**config.mk**
```make
export PLATFORM = sky130hd
export DESIGN_NAME = uart_fast_rx
export DESIGN_NICKNAME = d
export VERILOG_FILES = /design/src/rtl/uart_fast_pkg.sv /design/src/rtl/uart_fast_rx_fifo.sv /design/src/rtl/uart_fast_rx.sv
export SDC_FILE = /design/constraint.sdc
export NUM_CORES = 1
export LEC_CHECK = 0
export CAP_MARGIN = 20
export CORE_MARGIN = 10
export CORE_UTILIZATION = 50
export CTS_CLUSTER_DIAMETER = 30
export CTS_CLUSTER_SIZE = 25
export DETAILED_ROUTE_END_ITERATION = 10
export PLACE_DENSITY = 0.68
export SYNTH_ARGS = -nofsm -noshare
export SYNTH_HDL_FRONTEND = slang
export SYNTH_SLANG_ARGS = --single-unit
```
**constraint.sdc**
```tcl
create_clock -name clk -period 7.1 [get_ports clk]
set_input_delay 1.065 -clock clk [delete_from_list [all_inputs] [get_ports clk]]
set_output_delay 1.065 -clock clk [all_outputs]
set_load 0.05 [all_outputs]
```
**src/rtl/uart_fast_pkg.sv**
```systemverilog
// uart_fast_pkg
//   Types and constants shared by the uart_fast receive and transmit paths.
//   - rx_state_t        : receiver state encoding
//   - DEF_CLKS_PER_BIT  : default clocks per bit (50 MHz / 115200)
//   - DEF_DATA_BITS     : default data bits per frame
//   - clog2()           : ceiling log2, usable in localparam expressions
package uart_fast_pkg;

   localparam int DEF_CLKS_PER_BIT = 434;
   localparam int DEF_DATA_BITS    = 8;

   typedef enum logic [2:0] {
      RX_IDLE,
      RX_START,
      RX_DATA,
      RX_PARITY,
      RX_STOP,
      RX_RECOVER
   } rx_state_t;

   function automatic int clog2(input int value);
      int w = 0;
      while ((1 << w) < value) w++;
      return w;
   endfunction

endpackage

```
**src/rtl/uart_fast_rx_fifo.sv**
```systemverilog
// uart_fast_rx_fifo
//   Synchronous show-ahead FIFO; the head entry is always visible on 'head'.
//   A push while full is accepted only if a pop happens in the same cycle.
//   Storage is cleared on reset so the head reads 0 while empty after reset.
// Ports:
//   clk, reset_n        clock, async active-low reset
//   push, push_data     write request and data
//   pop                 read request (ignored while empty)
//   head                current head entry
//   full, empty         occupancy flags
module uart_fast_rx_fifo
   import uart_fast_pkg::*;
#(
   parameter int WIDTH = 8,
   parameter int DEPTH = 4
) (
   input  logic             clk,
   input  logic             reset_n,
   input  logic             push,
   input  logic [WIDTH-1:0] push_data,
   input  logic             pop,
   output logic [WIDTH-1:0] head,
   output logic             full,
   output logic             empty
);

   localparam int AW = clog2(DEPTH);

   logic [WIDTH-1:0] mem [DEPTH];
   logic [AW-1:0]    wr_ptr;
   logic [AW-1:0]    rd_ptr;
   logic [AW:0]      count;
   logic             do_push;
   logic             do_pop;

   assign empty   = (count == '0);
   assign full    = (count == (AW+1)'(DEPTH));
   assign do_pop  = pop && !empty;
   // A full FIFO still takes the new entry when the head leaves in the same cycle.
   assign do_push = push && (!full || do_pop);
   assign head    = mem[rd_ptr];

   always_ff @(posedge clk or negedge reset_n) begin
      if (!reset_n) begin
         wr_ptr <= '0;
         rd_ptr <= '0;
         count  <= '0;
         for (int i = 0; i < DEPTH; i++) mem[i] <= '0;
      end else begin
         if (do_push) begin
            mem[wr_ptr] <= push_data;
            wr_ptr      <= wr_ptr + 1'b1;
         end
         if (do_pop) rd_ptr <= rd_ptr + 1'b1;
         case ({do_push, do_pop})
            2'b10:   count <= count + 1'b1;
            2'b01:   count <= count - 1'b1;
            default: ;
         endcase
      end
   end

endmodule

```
**src/rtl/uart_fast_rx.sv**
```systemverilog
// uart_fast_rx
//   UART receiver: 2-flop synchronizer, mid-bit sampling FSM, LSB-first
//   shift register, stop-bit check and a show-ahead receive FIFO.
//   Optional even parity is enabled by defining UART_FAST_RX_PARITY_EN.
// Ports:
//   clk, reset_n   system clock, async active-low reset
//   uart_rx        serial line (idle high, asynchronous)
//   rd_data        FIFO head byte
//   rd_valid       FIFO non-empty
//   rd_ready       consumer accepts rd_data when rd_valid
//   frame_err      one-cycle pulse, stop bit sampled low
//   overrun        one-cycle pulse, good byte dropped because FIFO full
//   busy           receiver not idle
//   parity_err     (UART_FAST_RX_PARITY_EN only) one-cycle pulse, parity mismatch
//
// state      | meaning
// -----------+-------------------------------------------------------------
// RX_IDLE    | line idle, waiting for a falling edge on rxs
// RX_START   | half-bit wait, confirm start bit still low (glitch reject)
// RX_DATA    | sample one data bit per bit time, shift in at the MSB
// RX_PARITY  | sample the even-parity bit (parity build only)
// RX_STOP    | sample the stop bit, push byte or flag framing error
// RX_RECOVER | after a framing error, wait for the line to return high
module uart_fast_rx
   import uart_fast_pkg::*;
#(
   parameter int CLKS_PER_BIT = DEF_CLKS_PER_BIT,
   parameter int DATA_BITS    = DEF_DATA_BITS,
   parameter int FIFO_DEPTH   = 4
) (
   input  logic                 clk,
   input  logic                 reset_n,
   input  logic                 uart_rx,
   output logic [DATA_BITS-1:0] rd_data,
   output logic                 rd_valid,
   input  logic                 rd_ready,
   output logic                 frame_err,
   output logic                 overrun,
   output logic                 busy
`ifdef UART_FAST_RX_PARITY_EN
   ,
   output logic                 parity_err
`endif
);

   localparam int CW = clog2(CLKS_PER_BIT);
   localparam int IW = clog2(DATA_BITS);
   localparam logic [CW-1:0] HALF_TC  = CW'(CLKS_PER_BIT / 2 - 1);
   localparam logic [CW-1:0] FULL_TC  = CW'(CLKS_PER_BIT - 1);
   localparam logic [IW-1:0] LAST_BIT = IW'(DATA_BITS - 1);

   logic                 rx_meta;
   logic                 rxs;
   rx_state_t            state, state_nx;
   logic [CW-1:0]        cnt, cnt_nx;
   logic [IW-1:0]        bit_idx, bit_idx_nx;
   logic [DATA_BITS-1:0] shreg, shreg_nx;
   logic                 tc;
   logic                 push;
   logic                 frame_err_nx;
   logic                 fifo_full;
   logic                 fifo_empty;
`ifdef UART_FAST_RX_PARITY_EN
   logic                 par_bit, par_bit_nx;
   logic                 parity_err_nx;
`endif

   // Sync flops reset to 1 so a line held low through reset cannot start a frame.
   always_ff @(posedge clk or negedge reset_n) begin
      if (!reset_n) begin
         rx_meta <= 1'b1;
         rxs     <= 1'b1;
      end else begin
         rx_meta <= uart_rx;
         rxs     <= rx_meta;
      end
   end

   assign tc = (cnt == '0);

   always_comb begin
      state_nx     = state;
      cnt_nx       = tc ? cnt : cnt - 1'b1;
      bit_idx_nx   = bit_idx;
      shreg_nx     = shreg;
      push         = 1'b0;
      frame_err_nx = 1'b0;
`ifdef UART_FAST_RX_PARITY_EN
      par_bit_nx    = par_bit;
      parity_err_nx = 1'b0;
`endif
      case (state)
         RX_IDLE: begin
            if (!rxs) begin
               state_nx = RX_START;
               cnt_nx   = HALF_TC;
            end
         end
         RX_START: begin
            if (tc) begin
               if (!rxs) begin
                  state_nx   = RX_DATA;
                  cnt_nx     = FULL_TC;
                  bit_idx_nx = '0;
               end else begin
                  state_nx = RX_IDLE;
               end
            end
         end
         RX_DATA: begin
            if (tc) begin
               shreg_nx   = {rxs, shreg[DATA_BITS-1:1]};
               bit_idx_nx = bit_idx + 1'b1;
               cnt_nx     = FULL_TC;
               if (bit_idx == LAST_BIT) begin
`ifdef UART_FAST_RX_PARITY_EN
                  state_nx = RX_PARITY;
`else
                  state_nx = RX_STOP;
`endif
               end
            end
         end
`ifdef UART_FAST_RX_PARITY_EN
         RX_PARITY: begin
            if (tc) begin
               par_bit_nx = rxs;
               cnt_nx     = FULL_TC;
               state_nx   = RX_STOP;
            end
         end
`endif
         RX_STOP: begin
            if (tc) begin
               if (rxs) begin
                  // Leave at mid stop bit so a back-to-back start edge is not missed.
                  state_nx = RX_IDLE;
`ifdef UART_FAST_RX_PARITY_EN
                  if ((^shreg) == par_bit) push = 1'b1;
                  else                     parity_err_nx = 1'b1;
`else
                  push = 1'b1;
`endif
               end else begin
                  frame_err_nx = 1'b1;
                  state_nx     = RX_RECOVER;
               end
            end
         end
         RX_RECOVER: begin
            if (rxs) state_nx = RX_IDLE;
         end
         default: state_nx = RX_IDLE;
      endcase
   end

   always_ff @(posedge clk or negedge reset_n) begin
      if (!reset_n) begin
         state     <= RX_IDLE;
         cnt       <= '0;
         bit_idx   <= '0;
         shreg     <= '0;
         frame_err <= 1'b0;
         overrun   <= 1'b0;
`ifdef UART_FAST_RX_PARITY_EN
         par_bit    <= 1'b0;
         parity_err <= 1'b0;
`endif
      end else begin
         state     <= state_nx;
         cnt       <= cnt_nx;
         bit_idx   <= bit_idx_nx;
         shreg     <= shreg_nx;
         frame_err <= frame_err_nx;
         // A simultaneous pop frees the slot, so that case is not an overrun.
         overrun   <= push && fifo_full && !(rd_ready && !fifo_empty);
`ifdef UART_FAST_RX_PARITY_EN
         par_bit    <= par_bit_nx;
         parity_err <= parity_err_nx;
`endif
      end
   end

   uart_fast_rx_fifo #(
      .WIDTH (DATA_BITS),
      .DEPTH (FIFO_DEPTH)
   ) u_fifo (
      .clk       (clk),
      .reset_n   (reset_n),
      .push      (push),
      .push_data (shreg),
      .pop       (rd_ready),
      .head      (rd_data),
      .full      (fifo_full),
      .empty     (fifo_empty)
   );

   assign rd_valid = !fifo_empty;
   assign busy     = (state != RX_IDLE);

endmodule

```
== Word-level counts from Yosys, hierarchy flattened ==
Cells that the tools add are included.
Cells by class
  add/subtract/negate cells: 6
  $lt $le $gt $ge: 3
  eq/ne operators: 15
  mux-type cells: 32
  bitwise logic cells: 2
  reductions and logical operators: 18
Operators by type and width (count)
  $mux W9: 5
  $bwmux W32: 1
  $mux W3: 10
  $pmux W9 S3: 1
  $mux W8: 3
  $bmux W8 S2: 1
  $demux W8 S2: 1
  $pmux W3 S5: 1
  $ne A2 B2 Y1 const B: 7
  $eq A3 B3 Y1 const B: 4
  $pmux W3 S2: 2
  $logic_not A9 Y1: 1
  $sub A9 B1 Y9 const B: 1
  $add A3 B1 Y3 const B: 2
  $ge A3 B3 Y1 const B: 2
  $logic_not A3 Y1: 2
  $mux W1: 6
  $not A2 Y3: 2
  $reduce_and A6 Y1: 1
  $logic_and A1 B1 Y1: 5
  $add A2 B1 Y2 const B: 2
  $reduce_and A4 Y1: 1
  $reduce_bool A2 Y1: 2
  $eq A3 B1 Y1 const B: 1
  10 further kinds: 12
Storage, ports and cells
  flip-flop bits (word level): 66
  input bits: 4
  output and inout port bits: 12
  word-level logic and storage cells: 91

== Depth between registers and ports, before layout ==
  depth after elaboration: 7
  depth in mapped cells: 12

== By module ==
A second synthesis with hierarchy kept.
Second synthesis, totals
  cells, all modules: 240
  area total of the unflattened synthesis: 3165.5 um^2
Modules (own cells, without submodules)
  uart_fast_rx_fifo: instances 1, cells each 115, area an instance 1801.7 um^2, sequential area each 975.9 um^2
  uart_fast_rx: instances 1, cells each 125, area an instance 1363.8 um^2, sequential area each 678.2 um^2

== Worst setup path before layout ==
OpenSTA, ideal clock, no wires.
  kind: input to register
  start: input rd_ready
  end: register u_fifo.count[2]
  arrival time: 2.783 ns
  setup slack: 4.238 ns
  stages: 10
  path buffers: 1
  cell sequence: nor4b_1 -> and4b_1 -> buf_4 -> inv_1 -> ha_1 -> inv_1 -> fa_1 -> xor2_1 -> nor2_1 -> xor2_1
Between the ends
  word-level cells in the longest chain between the ends: 5
  elaborated cells between the ends (all ways): 7
  those cells by class: eq/ne (2); mux (1); reduce/logical (4)
RTL lines
  start, declared: line uart_fast_rx.sv:36  | input logic rd_ready,
  $logic_and A1 B1 Y1 (*): line uart_fast_rx_fifo.sv:38  | assign do_pop = pop && !empty;
  $logic_or A1 B1 Y1: line uart_fast_rx_fifo.sv:40  | assign do_push = push && (!full || do_pop);
  $logic_and A1 B1 Y1: line uart_fast_rx_fifo.sv:40
  $eq A2 B1 Y1 or $eq A2 B2 Y1 (tied branches): line uart_fast_rx_fifo.sv:55  | case ({do_push, do_pop})
  $pmux W3 S2 or $reduce_bool A2 Y1 (tied branches)
  end signal, assigned: line uart_fast_rx_fifo.sv:56  | 2'b10: count <= count + 1'b1;
  end signal, assigned: line uart_fast_rx_fifo.sv:57  | 2'b01: count <= count - 1'b1;
  end, declared: line uart_fast_rx_fifo.sv:32  | logic [AW:0] count;
Every way passes the cells marked *; elsewhere a longest branch is shown, timed or not.
A chain may end at the register's enable or synchronous reset.

== Worst setup path in the final report ==
  start: register u_fifo.rd_ptr[0]
  end: output rd_data[7]
Between the ends
  word-level cells in the longest chain between the ends: 4
RTL lines
  start, declared: line uart_fast_rx_fifo.sv:31  | logic [AW-1:0] rd_ptr;
  start signal, assigned: line uart_fast_rx_fifo.sv:54  | if (do_pop) rd_ptr <= rd_ptr + 1'b1;
  $not A2 Y3 (not written as such): line uart_fast_rx_fifo.sv:41  | assign head = mem[rd_ptr];
  $bmux W8 S2: line uart_fast_rx_fifo.sv:41
  $mux W8 (not written as such) (2 in series): line uart_fast_rx_fifo.sv:41
  end, declared: line uart_fast_rx.sv:34  | output logic [DATA_BITS-1:0] rd_data,
No other way between the ends. The select of a mux whose other input is x is not followed.

==> metrics.txt <==
DIE AREA 9976 um2; Tot GR Track Use 0.1207; slew margin rel. 0.4457; DRT antenna net count 0; vias per cell 5.586; Placed Instances 316; Layout Nets 265; # DRC 0; antenna cell count 0; global-route wire length before repair 9791 um; largest net degree at the start of global routing 67; ys flop type dfrtp_1; Max VDD drop 0.2254 mV; async set-reset flop share out of synthesis 1.000; min Tclk post-route 3.447 ns; core area 6277 um2; CP top delay family flip-flops; critical path endpoint category output pin; CTS Hold Bufs 0; commonest non-fill, non-tap cells in the layout 64 x dfrtp_1, 37 x mux2_2, 14 x clkdlybuf4s50_1; max-slew violations 0; Leak 1.706 nW; sequential element share of the synthesized area 0.5184; Die Wd 99.88 um; synth warn 0; power share of the combinational group 0.109; CP peak stage delay 0.74 ns; post-synth top area share 0.5020; final wirelength 5586 um; Data arrival, critical path 2.38 ns; H-tree Lvls 3; Rows 29; Area Growth Syn to Fin 11.37%; critical-path cell list mux4_2 -> clkdlybuf4s50_1; Distinct cells, synth 54; Cells after Synth 232; power density cells 222.2 nW/um2; IO buf count 15; grt ovf 0; worst slew pin tran 0.8314 ns; RSZ-0062 raised after global routing no; Clock Path Buffers 2; WP buf/inv 1; EDFF count, synth 0; fillers 526; Worst Setup Start Kind flop; Fin Clk Skew 0.01166 ns; Critical Path RT 6.03 ns; final setup TNS 0 ns; most common cell after layout, fill and taps aside dfrtp_1; layout cells sized above 1 0.3031; worst-path maximum fanout 10; number of global-route vias before repair 1,918; Seq pwr share 0.544; 1st-pass router iterations 4; synth top area cells dfrtp_1 50%, mux2_2 13%, mux4_2 5.6%; initial core utilization 0.5083; initial drt markers 115; Cell Area, Synth 3191 um2; worst hold path class flop to flop; CTS clk-pin slew, worst paths 0.07 ns; final hold slack 0.3582 ns; total power 0.0007896 W; Die Height 99.88 um; Net Sw Frac 0.2759; drt wl/cell 16.88 um; Peak Freq 290.1 MHz; synthesis-stage register bit count 66; WS Path Type flop to output pin; post-CTS setup buffers 0; via count 1,849; multi-input logic area 1435 um2; part of the power in the clock network 0.347; fin cells 331; CTS tree done; Synth Net Count 247; final setup fails 0; Synth Area per Inst 13.75 um2; Clk Latency, worst-skew pair 0.33 ns; total CTS buffers 9; slowest CP cell dfrtp_1; CTS root buf clkbuf_8; storage element area 1654 um2; clk sinks 66; GPL Wtd Cong 0.7077; area leader, netlist dfrtp_1; outcome complete, no violations; Resize count post-CTS 0; initial antenna violation count 0; Max-Cap Viols 0; internal power 0.0005717 W; final hold vios 0; Detailed Place HPWL 3630 um; NetSw 0.0002179 W; period utilization 0.4854; num ports 16
[registers in the layout, summed over array words and instances, names as in the netlist]
signal	count
u_fifo.count	3
bit_idx	3
cnt	9
overrun	1
rx_meta	1
u_fifo.mem	32
frame_err	1
shreg	8
u_fifo.rd_ptr	2
state	3
rxs	1
u_fifo.wr_ptr	2
[path summary, 6_finish.rpt]
check | cells after the start | start | to | slack (ns)
max in group asynchronous | 2 | reset_n | cnt[0]$_DFF_PN0_ | 5.64
hold reg to reg | 0 | rx_meta$_DFF_PN1_ | rxs$_DFF_PN1_ | 0.36
setup / recovery | 2 | u_fifo.rd_ptr[0]$_DFFE_PN0P_ | rd_data[7] | 3.65
min in group asynchronous | 2 | reset_n | u_fifo.mem[24]$_DFFE_PN0P_ | 0.91
setup reg to reg | 11 | cnt[0]$_DFF_PN0_ | u_fifo.count[2]$_DFFE_PN0P_ | 4.38
hold / removal | 0 | rx_meta$_DFF_PN1_ | rxs$_DFF_PN1_ | 0.36
[synth_stat cells, drive strengths merged (2+ instances only)]
cell type,count
dfrtp,64
mux2,41
nand2,12
inv,11
ha,10
mux4,8
nor2,8
buf,6
nor4,5
o21ai,5
xnor2,5
or3,4
a22o,3
clkbuf,3
mux2i,3
nand2b,3
nor3,3
xor2,3
a2111oi,2
a211o,2
a211oi,2
a21oi,2
and2,2
dfstp,2
nand3,2
nand3b,2
nor4b,2
o21bai,2
o31ai,2
or3b,2
[through the flow]
| step | util | worst slack [ns] | cell area [um2] |
|---|---|---|---|
| 6_report | 0.5661 | 3.653 | 3553 |
| 3_5_place_dp | 0.5392 | 3.580 | 3385 |
| 4_1_cts | 0.5661 | 3.589 | 3553 |
| 2_1_floorplan | - | 4.238 | 3191 |
| 3_3_place_gp | 0.5392 | 3.710 | 3385 |
| 5_1_grt | 0.5661 | 3.538 | 3553 |
[kinds of logic after synthesis]
family	after synthesis	synth area share
fa+ha+maj	11	0.04549
compound gates	25	0.05961
buf+inv	20	0.03176
xor+xnor	8	0.02196
simple gates	50	0.1110
mux	52	0.2118
flops	66	0.5184
[power groups by stage]
| stage | combinational, W | sequential (W) | clock, W |
|---|---|---|---|
| after global placement | 0.0000838 | 0.000440 | 0 |
| after floorplan | 0.0000892 | 0.000407 | 0 |
| after global routing | 0.0000946 | 0.000435 | 0.000300 |
| after detailed placement | 0.0000858 | 0.000439 | 0 |
| final | 0.0000860 | 0.000430 | 0.000274 |
| after CTS | 0.0000879 | 0.000431 | 0.000282 |
[worst register-to-register path, stage by stage (launching register included)]
cell and delay, ns:
dfrtp_1 0.43, inv_1 0.10, ha_1 0.18, nor4b_4 0.39, and4b_1 0.60, inv_1 0.10
ha_1 0.22, inv_1 0.08, fa_1 0.18, xor2_1 0.14, nor2_1 0.06, xor2_1 0.14
[final cells by class]
cell class                      count  area share
Clock buffer                       10     0.03873
Clock inverter                      5    0.008803
Inverter                           11     0.01303
Multi-Input combinational cell    146      0.4039
Sequential cell                    66      0.4655
Tap cell                           77     0.02711
Timing Repair Buffer               16     0.04296
[layer usage]
layer | wire length, um | GRT usage | up-vias
met5 | 0 | 0 | -
met4 | 81 | 0.04300 | 0
met3 | 168 | 0.03434 | 5
met2 | 2486 | 0.1747 | 19
met1 | 2849 | 0.1683 | 942
li1 | - | - | 883
Note: power is estimated with default switching activity, not from simulation.
